--- src/rtl/instruction_fetch_unit.sv ---
// Fetch front end: drives the synchronous instruction memory and carries PCs down three stages.
// Optional FETCH_PERF_CNT_EN adds fetch/redirect performance counters.
module instruction_fetch_unit #(
    parameter logic [31:0]                 RESET_PC         = 32'h4000_0000,
    parameter int unsigned                 IMEM_AW          = 14,
    parameter int unsigned                 PC_MUX_SEL_WIDTH = 2,
    parameter logic [PC_MUX_SEL_WIDTH-1:0] PC_MUX_PLUS_4    = PC_MUX_SEL_WIDTH'(0),
    parameter logic [PC_MUX_SEL_WIDTH-1:0] PC_MUX_BRANCH    = PC_MUX_SEL_WIDTH'(1),
    parameter logic [PC_MUX_SEL_WIDTH-1:0] PC_MUX_J         = PC_MUX_SEL_WIDTH'(2)
) (
    input  logic                        clk,
    input  logic                        rst_n,
    input  logic                        stall,
    input  logic [PC_MUX_SEL_WIDTH-1:0] pc_mux_sel,
    input  logic [31:0]                 branch_target,
    input  logic [31:0]                 jump_target,
    input  logic [31:0]                 imem_dout,
    output logic                        imem_en,
    output logic [IMEM_AW-1:0]          imem_addr,
    output logic [31:0]                 instruction_1,
    output logic [31:0]                 pc_1,
    output logic [31:0]                 pc_2,
`ifdef FETCH_PERF_CNT_EN
    output logic [31:0]                 pc_3_plus4,
    output logic [31:0]                 fetch_count,
    output logic [31:0]                 redirect_count
`else
    output logic [31:0]                 pc_3_plus4
`endif
);

    typedef enum logic [1:0] {
        S_BOOT,
        S_RUN,
        S_HOLD,
        S_HOLD_REDIR
    } state_t;

    state_t      state_q, state_d;
    logic [31:0] pc_1_q, pc_1_d;
    logic [31:0] pc_2_q, pc_2_d;
    logic [31:0] pc_3_plus4_q, pc_3_plus4_d;
    logic [31:0] redir_tgt_q, redir_tgt_d;

    logic [31:0] next_pc;
    logic [31:0] live_tgt;
    logic        live_redir;
    logic        fetch_en;
    logic        bubble;
    logic        advance;
    logic        redir_issue;

    // Codes other than BRANCH/J fall back to sequential fetch.
    assign live_redir = (pc_mux_sel != PC_MUX_PLUS_4) &&
                        ((pc_mux_sel == PC_MUX_BRANCH) || (pc_mux_sel == PC_MUX_J));
    assign live_tgt   = (pc_mux_sel == PC_MUX_J) ? (jump_target   & 32'hFFFF_FFFC)
                                                 : (branch_target & 32'hFFFF_FFFC);

    always_comb begin
        state_d      = state_q;
        redir_tgt_d  = redir_tgt_q;
        next_pc      = pc_1_q + 32'd4;
        fetch_en     = 1'b0;
        bubble       = 1'b0;
        advance      = 1'b0;
        redir_issue  = 1'b0;

        case (state_q)
            S_BOOT: begin
                next_pc  = RESET_PC;
                fetch_en = 1'b1;
                bubble   = 1'b1;
                state_d  = S_RUN;
            end
            S_RUN, S_HOLD: begin
                if (stall) begin
                    if (live_redir) begin
                        redir_tgt_d = live_tgt;
                        state_d     = S_HOLD_REDIR;
                    end else begin
                        state_d = S_HOLD;
                    end
                end else begin
                    fetch_en = 1'b1;
                    advance  = 1'b1;
                    state_d  = S_RUN;
                    if (live_redir) begin
                        next_pc     = live_tgt;
                        redir_issue = 1'b1;
                    end
                end
            end
            S_HOLD_REDIR: begin
                if (stall) begin
                    if (live_redir) begin
                        redir_tgt_d = live_tgt;
                    end
                end else begin
                    // Held word is wrong-path; the latched target wins over pc_mux_sel.
                    next_pc     = redir_tgt_q;
                    fetch_en    = 1'b1;
                    advance     = 1'b1;
                    bubble      = 1'b1;
                    redir_issue = 1'b1;
                    redir_tgt_d = '0;
                    state_d     = S_RUN;
                end
            end
        endcase

        pc_1_d       = pc_1_q;
        pc_2_d       = pc_2_q;
        pc_3_plus4_d = pc_3_plus4_q;
        if (advance) begin
            pc_1_d       = next_pc;
            pc_2_d       = pc_1_q;
            pc_3_plus4_d = pc_2_q + 32'd4;
        end
    end

    always_ff @(posedge clk or negedge rst_n) begin
        if (!rst_n) begin
            state_q      <= S_BOOT;
            pc_1_q       <= RESET_PC;
            pc_2_q       <= RESET_PC;
            pc_3_plus4_q <= RESET_PC + 32'd4;
            redir_tgt_q  <= '0;
        end else begin
            state_q      <= state_d;
            pc_1_q       <= pc_1_d;
            pc_2_q       <= pc_2_d;
            pc_3_plus4_q <= pc_3_plus4_d;
            redir_tgt_q  <= redir_tgt_d;
        end
    end

    // Enable is gated by rst_n so the memory stays idle for the whole reset.
    assign imem_en       = fetch_en & rst_n;
    assign imem_addr     = next_pc[IMEM_AW+1:2];
    assign instruction_1 = bubble ? '0 : imem_dout;
    assign pc_1          = pc_1_q;
    assign pc_2          = pc_2_q;
    assign pc_3_plus4    = pc_3_plus4_q;

`ifdef FETCH_PERF_CNT_EN
    logic [31:0] fetch_count_q, redirect_count_q;

    always_ff @(posedge clk or negedge rst_n) begin
        if (!rst_n) begin
            fetch_count_q    <= '0;
            redirect_count_q <= '0;
        end else begin
            if (fetch_en)    fetch_count_q    <= fetch_count_q + 32'd1;
            if (redir_issue) redirect_count_q <= redirect_count_q + 32'd1;
        end
    end

    assign fetch_count    = fetch_count_q;
    assign redirect_count = redirect_count_q;
`endif

endmodule

--- config.mk ---
export PLATFORM = sky130hd
export DESIGN_NAME = instruction_fetch_unit
export DESIGN_NICKNAME = d
export VERILOG_FILES = /design/src/rtl/instruction_fetch_unit.sv
export SDC_FILE = /design/constraint.sdc
export NUM_CORES = 1
export LEC_CHECK = 0
export ABC_AREA = 1
export BUFFER_PORTS_ARGS = -buffer_cell sky130_fd_sc_hd__buf_2
export CAP_MARGIN = 10
export CELL_PAD_IN_SITES_DETAIL_PLACEMENT = 1
export CELL_PAD_IN_SITES_GLOBAL_PLACEMENT = 2
export CORE_ASPECT_RATIO = 1.2
export CORE_MARGIN = 3
export CORE_UTILIZATION = 29
export CTS_BUF_LIST = sky130_fd_sc_hd__clkbuf_4 sky130_fd_sc_hd__clkbuf_8
export DETAILED_ROUTE_END_ITERATION = 8
export GPL_TIMING_DRIVEN = 0
export PLACE_DENSITY = 0.81
export SLEW_MARGIN = 15
export SYNTH_ARGS = -nofsm -noshare
export SYNTH_HDL_FRONTEND = slang
export SYNTH_SLANG_ARGS = --single-unit
--- constraint.sdc ---
create_clock -name clk -period 2.2 [get_ports clk]
set_input_delay 0.11 -clock clk [delete_from_list [all_inputs] [get_ports clk]]
set_output_delay 0.11 -clock clk [all_outputs]
set_load 0.1 [all_outputs]
======== Word-level counts from Yosys, hierarchy flattened ========
Cells that the tools add are included.
storage, ports and cells
  input port bits ......................... 101
  register bits after elaboration ......... 130
  logic and storage cells ................. 41
cells by class
  equal/unequal tests ..................... 7
  reductions and logical operators ........ 8
  bitwise gates (word level) .............. 1
  muxes and demuxes ....................... 18
  $add $sub $neg .......................... 2
operators with widths
  operator                                              count
  2-to-1 mux 32 bit                                     8
  one-hot mux 32 bit (3 select lines)                   1
  adder 32 x 3 -> 32 bit (second input constant)        2
  one-hot mux 32 bit (2 select lines)                   1
  equality test 2 bit (second input constant)           3
  one-hot mux 2 bit (3 select lines)                    1
  equality test 2 x 1 -> 1 bit (second input constant)  2
  2-to-1 mux 2 bit                                      2
  inequality test 2 bit (second input constant)         2
  one-hot mux 1 bit (2 select lines)                    2
  nonzero test 2 bit                                    2
  2-to-1 mux 1 bit                                      3
  OR reduction 3 bit                                    1
  zero test 2 bit                                       1
  AND reduction 2 bit                                   1
  OR reduction 2 bit                                    1
  bitwise AND 1 bit                                     1
  logical AND 1 bit                                     1
  logical OR 1 bit                                      1

======== Longest topological paths before layout ========
Gate-level depths: netlist of run 1.
  word-level depth ........................ 6
  depth in mapped cells ................... 13
  gate-level depth less buffers ........... 13

======== Worst setup path after synthesis of run 1 ========
Ideal clock, no wire load.
  kind .................................... reg2out
  start point ............................. register state_q[0]
  end point ............................... output port imem_en
  cell stages (with the launch flop) ...... 5
  arrival ................................. 2.837 ns
  path slack .............................. -0.747 ns
  data required time ...................... 2.090 ns
  cells stage by stage .................... dfrtp_1 > inv_1 > ha_1 > inv_1 > a21boi_0
between the ends
  longest elaborated chain between the ends .. 4
  elaborated cells between the ends (all ways) .. 7
  those cells by class .................... eq/ne: 3; mux: 1; bitwise: 1; reduce/logical: 2
RTL lines
  what                                                                 line  text
  from (decl)                                                          39    state_t state_q, state_d;
  from (signal assigned)                                               129   state_q <= state_d;
  equality test 2 bit or equality test 2 x 1 -> 1 bit (tied branches)  68    case (state_q)
  OR reduction 3 bit (no source line)                                  --
  one-hot mux 1 bit (2 select lines) (*)                               68
  bitwise AND 1 bit (*)                                                138   assign imem_en = fetch_en & rst_n;
  to (decl)                                                            18    output logic imem_en,
Mark *: on every way between the ends. The rest lies on a longest branch, timed or not.

======== Worst setup path in the final report of run 1 ========
  start point ............................. register state_q[0]
  end point ............................... output port imem_addr[0]
between the ends
  longest elaborated chain between the ends .. 3
  elaborated cells between the ends (all ways) .. 6
  those cells by class .................... eq/ne: 3; mux: 1; reduce/logical: 2
RTL lines
  what                                                                 line  text
  equality test 2 x 1 -> 1 bit or equality test 2 bit (tied branches)  68
  OR reduction 2 bit                                                   68
  one-hot mux 32 bit (3 select lines) (*)                              68
  to (decl)                                                            19    output logic [IMEM_AW-1:0] imem_addr,
Marked as above.

==> impl_results.md, run 1 <==
- Yosys warns: 0
- #FFs+latches synth: 130
- Global-route wire length before repair: 54000 µm
- CP Capture Type: output pin
- CTS tree: built
- Count of mapped cells out of synthesis: 1205
- Share of the synthesized area in the top cell type: 0.383
- Pre-antenna DRT Iters: 5
- Initial Util: 0.299
- WP data arrival: 2250 ps
- Compound-Gate Fraction of Synth Area: 0.117
- Nets: 1627
- Total global-route track usage: 0.225
- Clock tree root driver cell: clkbuf_8
- Area contributors post-synth: dfrtp_1, nand2_1, inv_1, nor2_1, nand3_1
- Post-synthesis adder-cell area fraction: 0.00911
- Final instance area: 12300 µm²
- Final setup TNS: -4990 ps
- Hold Vio Cnt, Final: 0
- Clock buffer depth: 2
- Clock transition at path regs: 90 ps
- Cell taking the most area after synthesis: dfrtp_1
- Placement Setup Slack: -380 ps
- WL final: 35900 µm
- Row count: 66
- Routed via count: 9142
- Clock Skews: 18.2 ps
- Final WS setup: -163 ps
- Share of layout cells above drive strength 1: 0.345
- Synthesized net count: 1312
- Worst-skew pair later-pin latency: 450 ps
- Most frequent cells after synthesis: nand2_1, dfrtp_1, inv_1, nor2_1, nand3_1
- Die span in y: 191 µm
- # DRC: 0
- Mux contribution to synthesized area: 0
- CTS Buf Count: 17
- Ports: 244
- Final period demand of the worst path: 2360 ps
- Vias in the first global route: 9621
- Total gr overflow: 0
- RSZ-0062 raised after global routing: yes
- Unique masters post-synth: 48
- WL per Instance: 18.8 µm
- XOR/XNOR Fraction of Synth Area: 0.0287
- # clock sinks: 130
- Synthesized area per cell: 6.84 µm²
- Cell with the most instances after synthesis: nand2_1
- Period utilization: 1.07
- Synth Cell Area: 8240 µm²
- DP Area: 9960 µm²
- Number of fill cells: 3507
- Slew Viols, Final: 0
- Post-Synth Simple-Gate Area: 0.350
- Largest family of logic cells by synthesized area: simple AND/OR/NAND/NOR gates
- Failing checks: setup timing
- F_max: 423 MHz
- EDFF count, synth: 0
- Share of synthesized registers carrying an async set or reset: 1.00
- Most used flip-flop cell after synthesis: dfrtp_1
- Multi-input logic area: 4830 µm²
- Largest net degree at the start of global routing: 89
- Initial antenna violation count: 1
- Worst path required time: 2090 ps
- Placer Congestion: 0.841
- CTS H-Tree Depth: 4
- Setup Viol. Count Final: 44
- Hold Crit Class: input pin to flip-flop
- Port buffer count: 238
- Worst relative slew slack: 0.520
- Maxcap violations: 0
- Routed Antenna Nets: 0
- Sequential area share after synthesis: 0.395
- Reg-to-reg slack, setup: 80 ps
- Core area: 27600 µm²
- Critical path type: flip-flop to output pin
- Synthesis-to-layout area growth: 49.8%
- Vias per cell: 4.79
- DR iter-0 viols: 427
- Crit path launch type: flip-flop
- CP Max Fanout: 4
- HPWL Detailed: 26300 µm
- Slew at the pin closest to its max-slew limit: 720 ps
- Outcome: finished, violations left
- Storage cell area: 3280 µm²
- Die Area: 30500 µm²
- Chip Width: 160 µm
==> cell usage in the layout, fill, tap and decap left out, drive strengths merged, types with 3 or more instances in the layout <==
master	instances
nand2	435
buf	332
inv	132
dfrtp	126
nor2	126
nand3	83
o21ai	65
a21oi	53
clkbuf	51
xor2	18
nor3	14
a221oi	14
xnor2	9
a31oi	9
nand4	8
o211ai	6
ha	6
nand3b	5
a22oi	5
clkinv	5
clkinvlp	4
dfstp	4
nor2b	3
and3	3
==> routing by layer <==
layer,global-route usage,wire [µm],vias up
met5,0,0,-
met4,0.0725,890,0
met3,0.0282,1230,52
met2,0.415,18800,218
met1,0.271,15000,4435
li1,-,-,4437
==> state kept, by name (all words and copies together), names as in the netlist <==
register     count
pc_1            32
pc_2            32
pc_3_plus4      32
redir_tgt_q     32
state_q          2
==> metrics by stage <==
stage	util	instances	hold WS (ps)
after CTS	0.428	1895	25.2
after global routing	0.448	1908	69.7
final	0.448	1908	49.9
after detailed placement	0.361	1818	22.6
after global placement	0.360	1817	455
after floorplan	-	1205	-186
==> timing repair <==
action / in CTS / in global routing
endpoints found under the setup margin: 46 / 96
gates cloned: 3 / 1
hold buffers: 2 / 0
resized for setup: 293 / 114
endpoints found under the hold margin: 127 / 0
setup buffers: 48 / 21
pin swaps: 26 / 33
==> critical path, stage by stage (launching register included) <==
cell      delay [ps]
dfrtp_2          460
inv_2            110
ha_4             230
nand2_4           70
nand2_4           60
buf_6            130
a221oi_2         300
a211oi_2          90
buf_4            170
buf_6            170
==> path summary, 6_finish.rpt <==
| kind | from | end | cells after the start |
|---|---|---|---|
| max | state_q[0] | imem_addr[0] | 9 |
| min | jump_target[30] | redir_tgt_q[30] | 5 |
| max reg2reg | state_q[0] | pc_1[30] | 9 |
| min reg2reg | pc_3_plus4[19] | pc_3_plus4[19] | 2 |
| max in group asynchronous | rst_n | pc_2[30] | 3 |
| min in group asynchronous | rst_n | redir_tgt_q[10] | 2 |
==> cells by family after synthesis <==
logic type	Yosys count
XOR/XNOR	27
adder cells (fa/ha/maj)	6
AND/OR/NAND/NOR	679
AO/OA/AOI/OAI	165
buffers and inverters	198
flip-flops	130
==> cell type report <==
| class | instances | area share |
|---|---|---|
| multi-input combinational | 877 | 0.391 |
| sequential | 130 | 0.266 |
| timing repair buffer | 308 | 0.207 |
| inverter | 130 | 0.0403 |
| tap | 374 | 0.0379 |
| buffer | 56 | 0.0276 |
| clock buffer | 21 | 0.0229 |
| clock inverter | 11 | 0.00649 |
| antenna | 1 | 0.000203 |
Power of run 1 is left out: the tool's default activity adds up to more than one toggle a clock period on the data nets, which glitch-free logic cannot reach.
==> run 2, diff against run 1 <==
- CORE_UTILIZATION: 29 -> 26
- PLACE_DENSITY: 0.81 -> 0.76
- clock period: 2.2 -> 2.1 ns (I/O delays scaled with it)
==> run 2 against run 1 <==
The flow still finishes with violations (setup timing). Sequential share of layout area is 0.61 points lower. Via count rose by 0.37%. First-iteration DRC count is 15% higher. Count of clock-buffer cells in the layout is 1 lower. Cell count is 1.5% higher. Routed wire length is 4.3% higher. Non-clock buffer count increased by 6. Die area increased by 11%. Critical path depth did not move. Utilization shrank 3.6 points. Largest cell class unchanged. Highest routed layer unchanged.
==> impl_results.md, run 2 (synthesis gave the netlist of run 1 again) <==
- Hold Vio Cnt, Final: 0
- Vias per cell: 4.74
- HPWL Detailed: 27400 µm
- WP data arrival: 2330 ps
- Largest net degree at the start of global routing: 87
- Crit path launch type: flip-flop
- Clock buffer depth: 2
- Number of fill cells: 3845
- CTS tree: built
- Outcome: finished, violations left
- Total global-route track usage: 0.215
- # clock sinks: 130
- Ports: 244
- DP Area: 10200 µm²
- F_max: 411 MHz
- Clock tree root driver cell: clkbuf_8
- Global-route wire length before repair: 56700 µm
- Placement Setup Slack: -494 ps
- Share of layout cells above drive strength 1: 0.363
- Slew Viols, Final: 0
- CP Capture Type: output pin
- CTS H-Tree Depth: 4
- Maxcap violations: 0
- CP Max Fanout: 4
- Initial Util: 0.267
- DR iter-0 viols: 490
- Worst Hold Margin: 34.8 ps
- Die Area: 33900 µm²
- Chip Width: 169 µm
- Reg-to-reg slack, setup: -40 ps
- Core area: 30800 µm²
- RSZ-0062 raised after global routing: yes
- Final period demand of the worst path: 2440 ps
- Total gr overflow: 0
- Reg2reg path depth: 11
- WL final: 37400 µm
- CTS Buf Count: 17
- Setup Viol. Count Final: 47
- Hold path cells: 5
- Period utilization: 1.16
- Worst-skew pair later-pin latency: 470 ps
- Nets: 1633
- Port buffer count: 238
- Slew at the pin closest to its max-slew limit: 743 ps
- Die span in y: 201 µm
- WL per Instance: 19.3 µm
- Initial antenna violation count: 1
- Routed via count: 9176
- Pre-antenna DRT Iters: 6
- Hold Crit Class: input pin to flip-flop
- Clock transition at path regs: 90 ps
- Worst path required time: 2000 ps
- Final WS setup: -335 ps
- Synthesis-to-layout area growth: 54.2%
- Worst relative slew slack: 0.505
- Routed Antenna Nets: 0
- # DRC: 0
- Critical path type: flip-flop to output pin
- Commonest non-fill, non-tap cell in the layout: nand2_1
- Failing checks: setup timing
- Row count: 70
- Most frequent cells in the layout: nand2_1, buf_2, inv_1, dfrtp_1, nand3_1
- Vias in the first global route: 9777
- Final instance area: 12700 µm²
- Placer Congestion: 0.824
- Clock Skews: 16.0 ps
-- run 2: cell types whose count changed in the layout (fill, tap and decap cells not counted), sizes merged --
cell and delta:
inv -2, clkinv +2, buf +7, bufinv +3, clkinvlp -2, dlygate4sd3 -1, clkbuf -1
-- run 2: area by class of cell --
class	instances	area (µm²)	area share
multi-input combinational	877	4890	0.385
sequential	130	3300	0.260
timing repair buffer	311	2690	0.211
inverter	130	507	0.0399
tap	396	495	0.0390
buffer	59	403	0.0317
clock buffer	20	263	0.0207
clock inverter	12	156	0.0123
antenna	1	2.50	0.000197
-- run 2: repair_timing --
item                                    CTS  global route
cloned                                    4             1
setup buffers                            48            21
hold buffers                              4             0
gates resized for setup                 309            70
hold endpoints to repair                127             0
endpoints found under the setup margin   75           116
pin swaps                                33            24
-- run 2: per-stage QoR --
stage,util,cells,setup TNS (ps)
after floorplan,-,1205,-739
after global placement,0.331,1839,-157140
after detailed placement,0.332,1840,-17350
after CTS,0.400,1918,-9870
after global routing,0.412,1936,-14750
final,0.412,1936,-12200
-- run 2: per-layer routing --
layer,vias to the layer above,wire (µm),global-route usage
met5,-,0,0
li1,4466,-,-
met1,4361,15200,0.258
met3,60,1650,0.0351
met2,289,19400,0.387
met4,0,1100,0.0707
-- run 2: worst paths after layout --
kind,startpoint,to
min in group asynchronous,rst_n,pc_2[19]
worst min-delay path,branch_target[7],redir_tgt_q[7]
worst max register to register,state_q[0],redir_tgt_q[15]
worst min register to register,pc_3_plus4[8],pc_3_plus4[8]
max in group asynchronous,rst_n,pc_3_plus4[30]
worst max-delay path,pc_1[3],imem_addr[4]
-- run 2: critical path: stages, from the launching register on --
cell and delay [ps]:
dfrtp_4 450, ha_4 160, nand2_4 70, o21ai_1 170, o21ai_2 120, nand2_1 100, nand3_2 140, a221oi_4 300
buf_4 180, buf_12 160
Power of run 2 is left out for the same reason.
==> run 3, diff against run 2 <==
- RECOVER_POWER: default -> 25
- SKIP_CTS_REPAIR_TIMING: default -> 1
==> run 3 against run 2 <==
The run still ends with setup timing left. Fmax decreased by 0.85%. Routed wire length decreased by 4.4%. Global-route usage decreased by 1.5 points. Utilization decreased by 1.2 points. Critical path depth increased by 2. Hold slack improved by 7.9 ps. Non-clock buffer count decreased by 15. Sequential share of layout area increased by 0.81 points. Final area decreased by 3.0%. Critical endpoint is now imem_addr[6]. Largest cell class unchanged.
==> impl_results.md, run 3 (synthesis gave the netlist of run 1 again) <==
- Largest net degree at the start of global routing: 87
- Final WS setup: -356 ps
- Worst relative slew slack: 0.225
- Outcome: finished, violations left
- Ports: 244
- WP data arrival: 2350 ps
- Placement Setup Slack: -494 ps
- Slew at the pin closest to its max-slew limit: 1160 ps
- Routed via count: 8962
- Hold Crit Class: input pin to flip-flop
- Pre-antenna DRT Iters: 7
- Final period demand of the worst path: 2460 ps
- Total gr overflow: 0
- WL final: 35700 µm
- Hold Vio Cnt, Final: 0
- # DRC: 0
- Vias per cell: 4.67
- Worst path required time: 2000 ps
- HPWL Detailed: 27400 µm
- CTS tree: built
- Clock tree root driver cell: clkbuf_8
- Period utilization: 1.17
- CP Capture Type: output pin
- Crit path launch type: flip-flop
- DR iter-0 viols: 383
- Total global-route track usage: 0.200
- Synthesis-to-layout area growth: 49.5%
- Clock Skews: 21.7 ps
- Initial Util: 0.267
- CTS Buf Count: 17
- Port buffer count: 238
- Commonest non-fill, non-tap cell in the layout: nand2_1
- Maxcap violations: 0
- Die Area: 33900 µm²
- Core area: 30800 µm²
- Failing checks: setup timing
- Routed Antenna Nets: 0
- Global-route wire length before repair: 53000 µm
- Chip Width: 169 µm
- CTS H-Tree Depth: 4
- Worst-skew pair later-pin latency: 480 ps
- CP Max Fanout: 5
- Critical path type: flip-flop to output pin
- WL per Instance: 18.6 µm
- Clock buffer depth: 2
- RSZ-0062 raised after global routing: yes
- Nets: 1618
- Placer Congestion: 0.824
- Worst Hold Margin: 42.7 ps
- Slew Viols, Final: 0
- F_max: 407 MHz
- Share of layout cells above drive strength 1: 0.346
- Initial antenna violation count: 1
- Multi-input logic area: 4730 µm²
- Vias in the first global route: 9286
- Setup Viol. Count Final: 46
- Row count: 70
- Die span in y: 201 µm
- # clock sinks: 130
- Number of fill cells: 3843
- Most frequent cells in the layout: nand2_1, buf_2, inv_1, dfrtp_1, nand3_1
- Storage cell area: 3300 µm²
- Clock transition at path regs: 100 ps
-- run 3: changes by cell type in the layout (fill, tap and decap cells not counted), sizes merged --
cell / previous run / this run
buf: 339 / 316
inv: 130 / 131
clkinvlp: 2 / 1
clkbuf: 50 / 58
-- run 3: layout make-up --
type | instances | area share
diodes | 1 | 0.000203
repair buffers | 296 | 0.201
inverters | 130 | 0.0404
clock inverters | 12 | 0.0127
clock buffers | 20 | 0.0213
flip-flops and latches | 130 | 0.268
multi-input cells | 877 | 0.384
plain buffers | 59 | 0.0318
well taps | 396 | 0.0402
-- run 3: path summary, 6_finish.rpt --
check	startpoint	slack [ps]	end	depth (start not counted)
max	pc_1[2]	-360	imem_addr[6]	11
min	branch_target[3]	40	redir_tgt_q[3]	5
max reg2reg	pc_1[2]	100	pc_1[16]	14
min reg2reg	pc_3_plus4[26]	480	pc_3_plus4[26]	2
max in group asynchronous	rst_n	660	pc_2[18]	3
min in group asynchronous	rst_n	320	pc_3_plus4[21]	3
-- run 3: critical path: stages, from the launching register on --
cell and delay, ps:
dfrtp_4 460, ha_4 150, nand2_4 70, nor2_4 160, buf_6 120, nand2_4 70, xor2_4 200, nand2_1 70
nand3_1 90, nand2_1 100, and3_4 220, buf_12 180
-- run 3: routing by layer --
metal | vias up | GRT usage | wire length (µm)
li1 | 4431 | - | -
met1 | 4257 | 0.246 | 14800
met2 | 224 | 0.359 | 18500
met3 | 50 | 0.0305 | 1530
met4 | 0 | 0.0590 | 883
met5 | - | 0 | 0
-- run 3: per-stage QoR --
stage / cells / TNS [ps] / utilization / area (µm²)
finish: 1921 / -10100 / 0.400 / 12300
global route: 1921 / -13910 / 0.400 / 12300
detailed placement: 1840 / -17350 / 0.332 / 10200
floorplan: 1205 / -739 / - / 8510
CTS: 1872 / -41250 / 0.346 / 10700
global placement: 1839 / -157140 / 0.331 / 10200
Power of run 3 is left out for the same reason.
